--- src/rtl/sdr_audio_pkg.sv ---
// Shared widths and constants for the SSB audio output stage.
package sdr_audio_pkg;

  localparam int unsigned SAMPLE_W  = 16;
  localparam int unsigned I2S_SLOTS = 32;
  localparam int unsigned SLOT_W    = $clog2(I2S_SLOTS);

  localparam logic SB_USB = 1'b0;
  localparam logic SB_LSB = 1'b1;

  // LRCLK is high (right word select) on these slot entries, inclusive
  localparam logic [SLOT_W-1:0] LR_FIRST_SLOT = SLOT_W'(15);
  localparam logic [SLOT_W-1:0] LR_LAST_SLOT  = SLOT_W'(30);

  typedef logic [SAMPLE_W-1:0] sample_t;

endpackage

--- src/rtl/i2s_tx.sv ---
// Free-running Philips I2S transmitter: holding register, frame latch and
// serialiser sending the same mono word in both channels.
module i2s_tx
  import sdr_audio_pkg::*;
#(
  parameter int unsigned BCLK_HALF = 22
) (
  input  logic    clk_i,
  input  logic    rst_i,
  input  logic    load_i,
  input  sample_t data_i,
  output logic    overrun_o,
  output logic    i2s_bclk_o,
  output logic    i2s_lrclk_o,
  output logic    i2s_sdata_o
);

  localparam int unsigned HCNT_W = (BCLK_HALF > 1) ? $clog2(BCLK_HALF) : 1;

  logic [HCNT_W-1:0] hcnt;
  logic [SLOT_W-1:0] slot;
  sample_t           hold;
  sample_t           frame;
  logic              pending;

  logic              wrap;
  logic              bfall;
  logic              enter0;
  logic [SLOT_W-1:0] slot_nxt;
  sample_t           bit_src;

  // Slot entry happens on the BCLK falling edge; slot 0 entry latches a new frame
  always_comb begin
    wrap     = (hcnt == HCNT_W'(BCLK_HALF - 1));
    bfall    = wrap & i2s_bclk_o;
    slot_nxt = slot + SLOT_W'(1);
    enter0   = bfall & (slot_nxt == '0);
    bit_src  = enter0 ? hold : frame;
  end

  always_ff @(posedge clk_i) begin
    if (rst_i) begin
      hcnt        <= '0;
      slot        <= '0;
      hold        <= '0;
      frame       <= '0;
      pending     <= 1'b0;
      overrun_o   <= 1'b0;
      i2s_bclk_o  <= 1'b0;
      i2s_lrclk_o <= 1'b0;
      i2s_sdata_o <= 1'b0;
    end else begin
      hcnt <= wrap ? '0 : hcnt + HCNT_W'(1);
      if (wrap) i2s_bclk_o <= ~i2s_bclk_o;

      if (bfall) begin
        slot        <= slot_nxt;
        i2s_lrclk_o <= (slot_nxt >= LR_FIRST_SLOT) && (slot_nxt <= LR_LAST_SLOT);
        i2s_sdata_o <= bit_src[~slot_nxt[3:0]];
        if (enter0) frame <= hold;
      end

      // A load coinciding with the frame latch stays pending and is not an overrun
      if (load_i) begin
        hold      <= data_i;
        pending   <= 1'b1;
        overrun_o <= pending & ~enter0;
      end else begin
        overrun_o <= 1'b0;
        if (enter0) pending <= 1'b0;
      end
    end
  end

endmodule

--- src/rtl/ssb_audio_out.sv ---
// SSB receive back end: I-path delay matching the Hilbert FIR, USB/LSB
// sum/difference, and mono I2S output.
module ssb_audio_out
  import sdr_audio_pkg::*;
#(
  parameter int unsigned DELAY     = 15,
  parameter int unsigned BCLK_HALF = 22
) (
  input  logic                clk_i,
  input  logic                rst_i,
  input  logic                valid_i,
  input  logic [SAMPLE_W-1:0] i_i,
  input  logic [SAMPLE_W-1:0] q_hilbert_i,
  input  logic                sideband_i,
  output logic [SAMPLE_W-1:0] audio_o,
  output logic                audio_valid_o,
  output logic                overrun_o,
  output logic                i2s_bclk_o,
  output logic                i2s_lrclk_o,
  output logic                i2s_sdata_o
);

  sample_t             dline [DELAY];
  sample_t             i_d;
  logic [SAMPLE_W:0]   ext_i;
  logic [SAMPLE_W:0]   ext_q;
  logic [SAMPLE_W:0]   sum;
  sample_t             audio_nxt;

  // 17-bit sum of two sign-extended 16-bit values cannot overflow
  always_comb begin
    i_d       = dline[DELAY-1];
    ext_i     = {i_d[SAMPLE_W-1], i_d};
    ext_q     = {q_hilbert_i[SAMPLE_W-1], q_hilbert_i};
    sum       = (sideband_i == SB_LSB) ? (ext_i - ext_q) : (ext_i + ext_q);
    audio_nxt = sum[SAMPLE_W:1];
  end

  always_ff @(posedge clk_i) begin
    if (rst_i) begin
      for (int k = 0; k < int'(DELAY); k++) dline[k] <= '0;
      audio_o       <= '0;
      audio_valid_o <= 1'b0;
    end else begin
      audio_valid_o <= valid_i;
      if (valid_i) begin
        dline[0] <= i_i;
        for (int k = 1; k < int'(DELAY); k++) dline[k] <= dline[k-1];
        audio_o <= audio_nxt;
      end
    end
  end

  // Holding register loads alongside audio_o so overrun_o coincides with audio_valid_o
  i2s_tx #(
    .BCLK_HALF (BCLK_HALF)
  ) u_i2s_tx (
    .clk_i       (clk_i),
    .rst_i       (rst_i),
    .load_i      (valid_i),
    .data_i      (audio_nxt),
    .overrun_o   (overrun_o),
    .i2s_bclk_o  (i2s_bclk_o),
    .i2s_lrclk_o (i2s_lrclk_o),
    .i2s_sdata_o (i2s_sdata_o)
  );

endmodule

--- config.mk ---
export PLATFORM = sky130hd
export DESIGN_NAME = ssb_audio_out
export DESIGN_NICKNAME = d
export VERILOG_FILES = /design/src/rtl/sdr_audio_pkg.sv /design/src/rtl/i2s_tx.sv /design/src/rtl/ssb_audio_out.sv
export SDC_FILE = /design/constraint.sdc
export NUM_CORES = 1
export LEC_CHECK = 0
export BUFFER_PORTS_ARGS = -buffer_cell sky130_fd_sc_hd__buf_2
export CORE_UTILIZATION = 40
export CTS_CLUSTER_DIAMETER = 100
export DETAILED_ROUTE_END_ITERATION = 7
export HOLD_SLACK_MARGIN = 0.1
export MAX_ROUTING_LAYER = met4
export SLEW_MARGIN = 10
export SYNTH_ARGS = -nofsm -noshare
export SYNTH_HDL_FRONTEND = slang
export SYNTH_SLANG_ARGS = --single-unit
--- constraint.sdc ---
create_clock -name clk_i -period 21.7 [get_ports clk_i]
set_input_delay 4.34 -clock clk_i [delete_from_list [all_inputs] [get_ports clk_i]]
set_output_delay 4.34 -clock clk_i [all_outputs]
set_load 0.05 [all_outputs]
==> reports/results.tsv, run 1 <==
metric	value	unit
slowest cell on the critical path	nor4b_1	
EDFF count, synth	240	
WHS	477	ps
first-pass GRT wire length	27500	um
Clock Skew	18.3	ps
Max Buffers Root-to-Sink	3	
Simple-Gate Fraction of Synth Area	16.8	%
clock sink count	288	
critical path class	in2reg	
initial antenna violation count	0	
RSZ-0062 raised after global routing	false	
area of the multi-input gates	3390	um^2
critical path endpoint category	flop	
Initial Util	40.9	%
flip-flop and latch area	8170	um^2
share of the synthesized area in the top cell type	61.1	%
worst-margin pin slew	1070	ps
Slowest Stage Delay on Critical Path	620	ps
post-synthesis xor/xnor area fraction	3.25	%
cts hold-fix bufs	0	
die footprint	30200	um^2
mean number of vias per cell	4.61	
Max VDD drop	0.0634	mV
Post-synth top flop	edfxtp_1	
critical path peak fanout	5	
Mapped Area	11800	um^2
Mapped Nets	899	
# DRC	0	
post_cts resized	0	
DP HPWL	9210	um
maxcap violations	0	
Final Wtd Congestion	0.816	
outcome	finished, final reports clean	
critical path startpoint category	input port	
site row count	62	
wire length per cell	12.6	um
share of layout cells above drive strength 1	12.0	%
fillers	2575	
pin count of the biggest net entering global routing	114	
period utilisation layout	33.6	%
min-delay worst type	reg2reg	
Inserted Clock Buffers	29	
vias	5991	
Worst-path clk slew	60	ps
Gate Count Post-Synth	840	
CTS root buffer	clkbuf_16	
adder-cell area share of the yosys netlist	2.50	%
area of the core	28900	um^2
FF+latch count, synth	288	
dominant cell type by area after synthesis	edfxtp_1	
ys async rst share	0	%
setup repair bufs after CTS	0	
Die Ht	174	um
Design Power	1210	uW
DRT antenna net count	0	
n_diodes	0	
vias in the first global route	5653	
crit path time final	7280	ps
starting DRC count in detailed routing	415	
leading cell types by count after synthesis	edfxtp_1, and2_1, nor2b_1	
top-count cell post-synth	edfxtp_1	
H-tree Lvls	1	
final core occ	46.1	%
placed cell count	1246	
total track usage	11.3	%
Syn Area/Cell	14.0	um^2
Final #Nets	952	
IO buf count	56	
Peak Freq	0.137	GHz
Cell variety after synth	53	
TNS Setup	0	ps
post-synthesis mux area share	2.56	%
worst path required time	22150	ps
pwr dens	90.8	nW/um^2
fin cells	1299	
gr ovfl total	0	
first-pass detailed-route iteration total	4	
Worst-Skew Late Latency	540	ps
Horiz. Die Dim	174	um
Area growth syn-to-layout	12.8	%
Rel. slew slack	28.4	%
post-synthesis compound-gate area fraction	3.56	%
Ys Warns	0	
Leak Pwr	0.00517	uW
# IOs	57	
Hold Vio Cnt, Final	0	
Worst Path Arrival	7730	ps
final slew viol count	0	
top cells by area, synth	edfxtp_1, and2_1, dfxtp_1	
Final setup viols	0	
CTS tree	yes	
CP Cell Sequence	buf_2, or4_1, nor4b_1, nor2_1, xnor2_1, ha_1, a21o_1, a21o_1, a21oi_1, o21a_1, o41ai_1, a21oi_1, mux2_1, o211ai_1	
final WL	16300	um
main combinational cell family by area after synthesis	simple AND/OR/NAND/NOR gates	
R2R setup slack	18510	ps
sequential area share after synthesis	69.3	%
[per-layer routing]
metal	wire (um)	up-vias	track usage (%)	share of wire, %
li1	-	3030	-	-
met1	8010	2822	15.4	49
met2	7340	108	17.0	45
met3	573	31	2.11	3.5
met4	422	0	3.80	2.6
met5	0	-	-	0
[cells in the final DEF, fill, tap and decap left out, types with 2 or more instances in the layout]
master        n
nand4_1       2
a211oi_1      5
dfxtp_1      48
edfxtp_1    240
clkinv_1      8
nand3_1       7
clkbuf_1     10
o211ai_1      3
a21o_1        4
a21oi_1      20
nor3_1        5
nand2b_1      5
and2_1      160
o41ai_1       2
or3_1         3
or2_2         2
xnor2_2       2
o21a_1        3
buf_2        55
o21ai_0       3
clkinvlp_4    2
buf_4         6
xnor2_1      29
a22o_1        6
inv_1        16
nor2b_1      81
o22ai_1       2
o21bai_1      3
nor2_1       58
clkbuf_16    29
nand2_1       5
o221ai_1      3
xor2_1       11
mux2i_1      29
clkinv_2      2
ha_1         22
[cell families (layout without fill, tap and decap cells)]
logic type | Yosys count | after routing
buf+inv | 57 | 132
flops | 288 | 288
compound gates | 60 | 60
fa+ha+maj | 23 | 23
xor+xnor | 42 | 42
mux | 30 | 30
simple gates | 340 | 340
[per-stage QoR]
step	cell area (um^2)	setup slack, ps
2_1_floorplan	11800	11760
3_3_place_gp	12400	13960
3_5_place_dp	12400	13890
4_1_cts	13300	14450
5_1_grt	13300	14110
6_report	13300	14420
[power breakdown]
part           switching [uW]  internal, uW  leakage [uW]
clock                     199           259      0.000416
combinational            65.0          36.4       0.00171
sequential               11.2           638       0.00304
total                     275           933       0.00517
[area by class of cell]
class	count	area share, %
timing repair buffer	61	2.41
clock buffer	39	5.74
tap	384	3.61
multi-input combinational	495	25.5
clock inverter	14	0.828
sequential	288	61.4
inverter	18	0.564
[flip-flops by register name, indices dropped and copies added (netlist names)]
| register | count |
|---|---|
| audio_o | 16 |
| u_i2s_tx.i2s_lrclk_o | 1 |
| u_i2s_tx.slot | 5 |
| audio_valid_o | 1 |
| u_i2s_tx.hcnt | 5 |
| u_i2s_tx.overrun_o | 1 |
| u_i2s_tx.i2s_bclk_o | 1 |
| u_i2s_tx.frame | 16 |
| dline | 240 |
| u_i2s_tx.i2s_sdata_o | 1 |
| u_i2s_tx.pending | 1 |
[worst max-delay path: cells and delay by family]
kind | cells | cell delay, ps
and+or+nand+nor | 3 | 1330
buffers and inverters | 1 | 110
xor gates and xnor gates | 1 | 160
muxes | 1 | 330
adders and majority gates | 1 | 340
AOI/OAI and AO/OA | 7 | 1120
[final timing paths]
path,from,end,cells after the start
setup / recovery,q_hilbert_i[6],audio_o[14]$_SDFFE_PP0P_,14
hold / removal,u_i2s_tx.hcnt[0]$_SDFF_PP0_,u_i2s_tx.hcnt[0]$_SDFF_PP0_,1
setup reg to reg,u_i2s_tx.slot[0]$_SDFFE_PP0P_,u_i2s_tx.i2s_sdata_o$_SDFFE_PP0P_,10
hold reg to reg,u_i2s_tx.hcnt[0]$_SDFF_PP0_,u_i2s_tx.hcnt[0]$_SDFF_PP0_,1
Power figures use the tool's default switching activity.
==> run 2, diff against run 1 <==
- clock period: 21.7 -> 7.6 ns (I/O delays scaled with it)
==> reports/results.tsv, run 2 (synthesis gave the netlist of run 1 again) <==
metric	value	unit
maxcap violations	0	
pin count of the biggest net entering global routing	159	
vias	6019	
Largest Register	dline	
Final Wtd Congestion	0.827	
area of the core	28900	um^2
first-pass GRT wire length	27700	um
Final #Nets	953	
worst path required time	8040	ps
first-pass detailed-route iteration total	4	
Worst Path Arrival	4910	ps
Clock Skew	12.8	ps
Area growth syn-to-layout	14.5	%
IO buf count	56	
vias in the first global route	5728	
initial antenna violation count	0	
commonest non-fill, non-tap cell in the layout	edfxtp_1	
final slew viol count	0	
Final setup viols	0	
max reg flops	240	
cts hold-fix bufs	0	
# DRC	0	
critical path endpoint category	flop	
CTS root buffer	clkbuf_16	
TNS Setup	0	ps
RSZ-0062 raised after global routing	false	
period utilisation layout	58.8	%
Max VDD drop	0.184	mV
Horiz. Die Dim	174	um
total track usage	11.4	%
gr ovfl total	0	
WHS	471	ps
Max Buffers Root-to-Sink	3	
DRT antenna net count	0	
placed cell count	1246	
n_diodes	0	
Worst-path clk slew	60	ps
DP HPWL	9190	um
H-tree Lvls	1	
Initial Util	40.9	%
fin cells	1302	
critical path peak fanout	5	
Leak Pwr	0.00527	uW
min-delay worst type	reg2reg	
starting DRC count in detailed routing	426	
wire length per cell	12.8	um
Top Registers	dline (240), audio_o (16), u_i2s_tx.frame (16)	
critical path startpoint category	input port	
outcome	finished, final reports clean	
CTS tree	yes	
site row count	62	
crit path time final	4470	ps
post_cts resized	0	
most frequent cells in the layout	edfxtp_1, and2_1, nor2b_1	
setup repair bufs after CTS	0	
Peak Freq	0.224	GHz
Worst-Skew Late Latency	560	ps
Hold Vio Cnt, Final	0	
final WL	16600	um
mean number of vias per cell	4.62	
Die Ht	174	um
# IOs	57	
die footprint	30200	um^2
share of layout cells above drive strength 1	13.0	%
worst-margin pin slew	1150	ps
clock sink count	288	
pwr dens	275	nW/um^2
Rel. slew slack	23.2	%
Inserted Clock Buffers	30	
critical path class	in2reg	
run 2: cell count changes in the layout (fill, tap and decap cells not counted), sizes merged:
cell,change
clkinv,+2
clkbuf,-4
bufinv,+6
clkinvlp,-1
run 2: final cells by class:
class | count | area, um^2
fill | 2587 | 15400
clock inverter | 21 | 307
tap | 384 | 480
inverter | 18 | 75.1
timing repair buffer | 61 | 320
clock buffer | 35 | 769
sequential | 288 | 8170
multi-input combinational | 495 | 3390
run 2: final timing paths:
check | slack [ps] | startpoint | cells after the start | end
hold / removal | 470 | u_i2s_tx.hcnt[0]$_SDFF_PP0_ | 1 | u_i2s_tx.hcnt[0]$_SDFF_PP0_
hold reg to reg | 470 | u_i2s_tx.hcnt[0]$_SDFF_PP0_ | 1 | u_i2s_tx.hcnt[0]$_SDFF_PP0_
setup reg to reg | 4140 | u_i2s_tx.slot[0]$_SDFFE_PP0P_ | 10 | u_i2s_tx.i2s_sdata_o$_SDFFE_PP0P_
setup / recovery | 3130 | q_hilbert_i[4] | 14 | audio_o[15]$_SDFFE_PP0P_
run 2: critical path, cell delays in order:
cell and delay [ps]:
buf_2 120, or4_1 580, nor4b_1 650, nor2_1 120
xnor2_1 160, ha_1 350, a21o_1 210, a21o_1 170
a21oi_1 220, o211ai_1 130, a21oi_1 240, a21oi_1 120
xnor2_1 130, a22o_1 190
run 2: through the flow:
stage	area, um^2	setup WS, ps	util [%]	power [uW]
after floorplan	11800	477	-	2110
after global routing	13500	2920	46.8	3860
after global placement	12400	2690	43.1	2170
final	13500	3130	46.8	3710
after CTS	13500	3160	46.8	3760
after detailed placement	12400	2590	43.1	2180
run 2: layer usage:
layer	up-vias	part of all wire, %	track usage [%]
li1	3037	-	-
met3	33	4.0	2.11
met1	2846	48	15.0
met5	-	0	-
met2	103	45	17.7
met4	0	2.6	3.76
run 2: report_power, final:
part / internal (uW) / switching (uW)
clock network: 966 / 599
logic: 104 / 187
registers: 1820 / 31.8
total: 2890 / 818
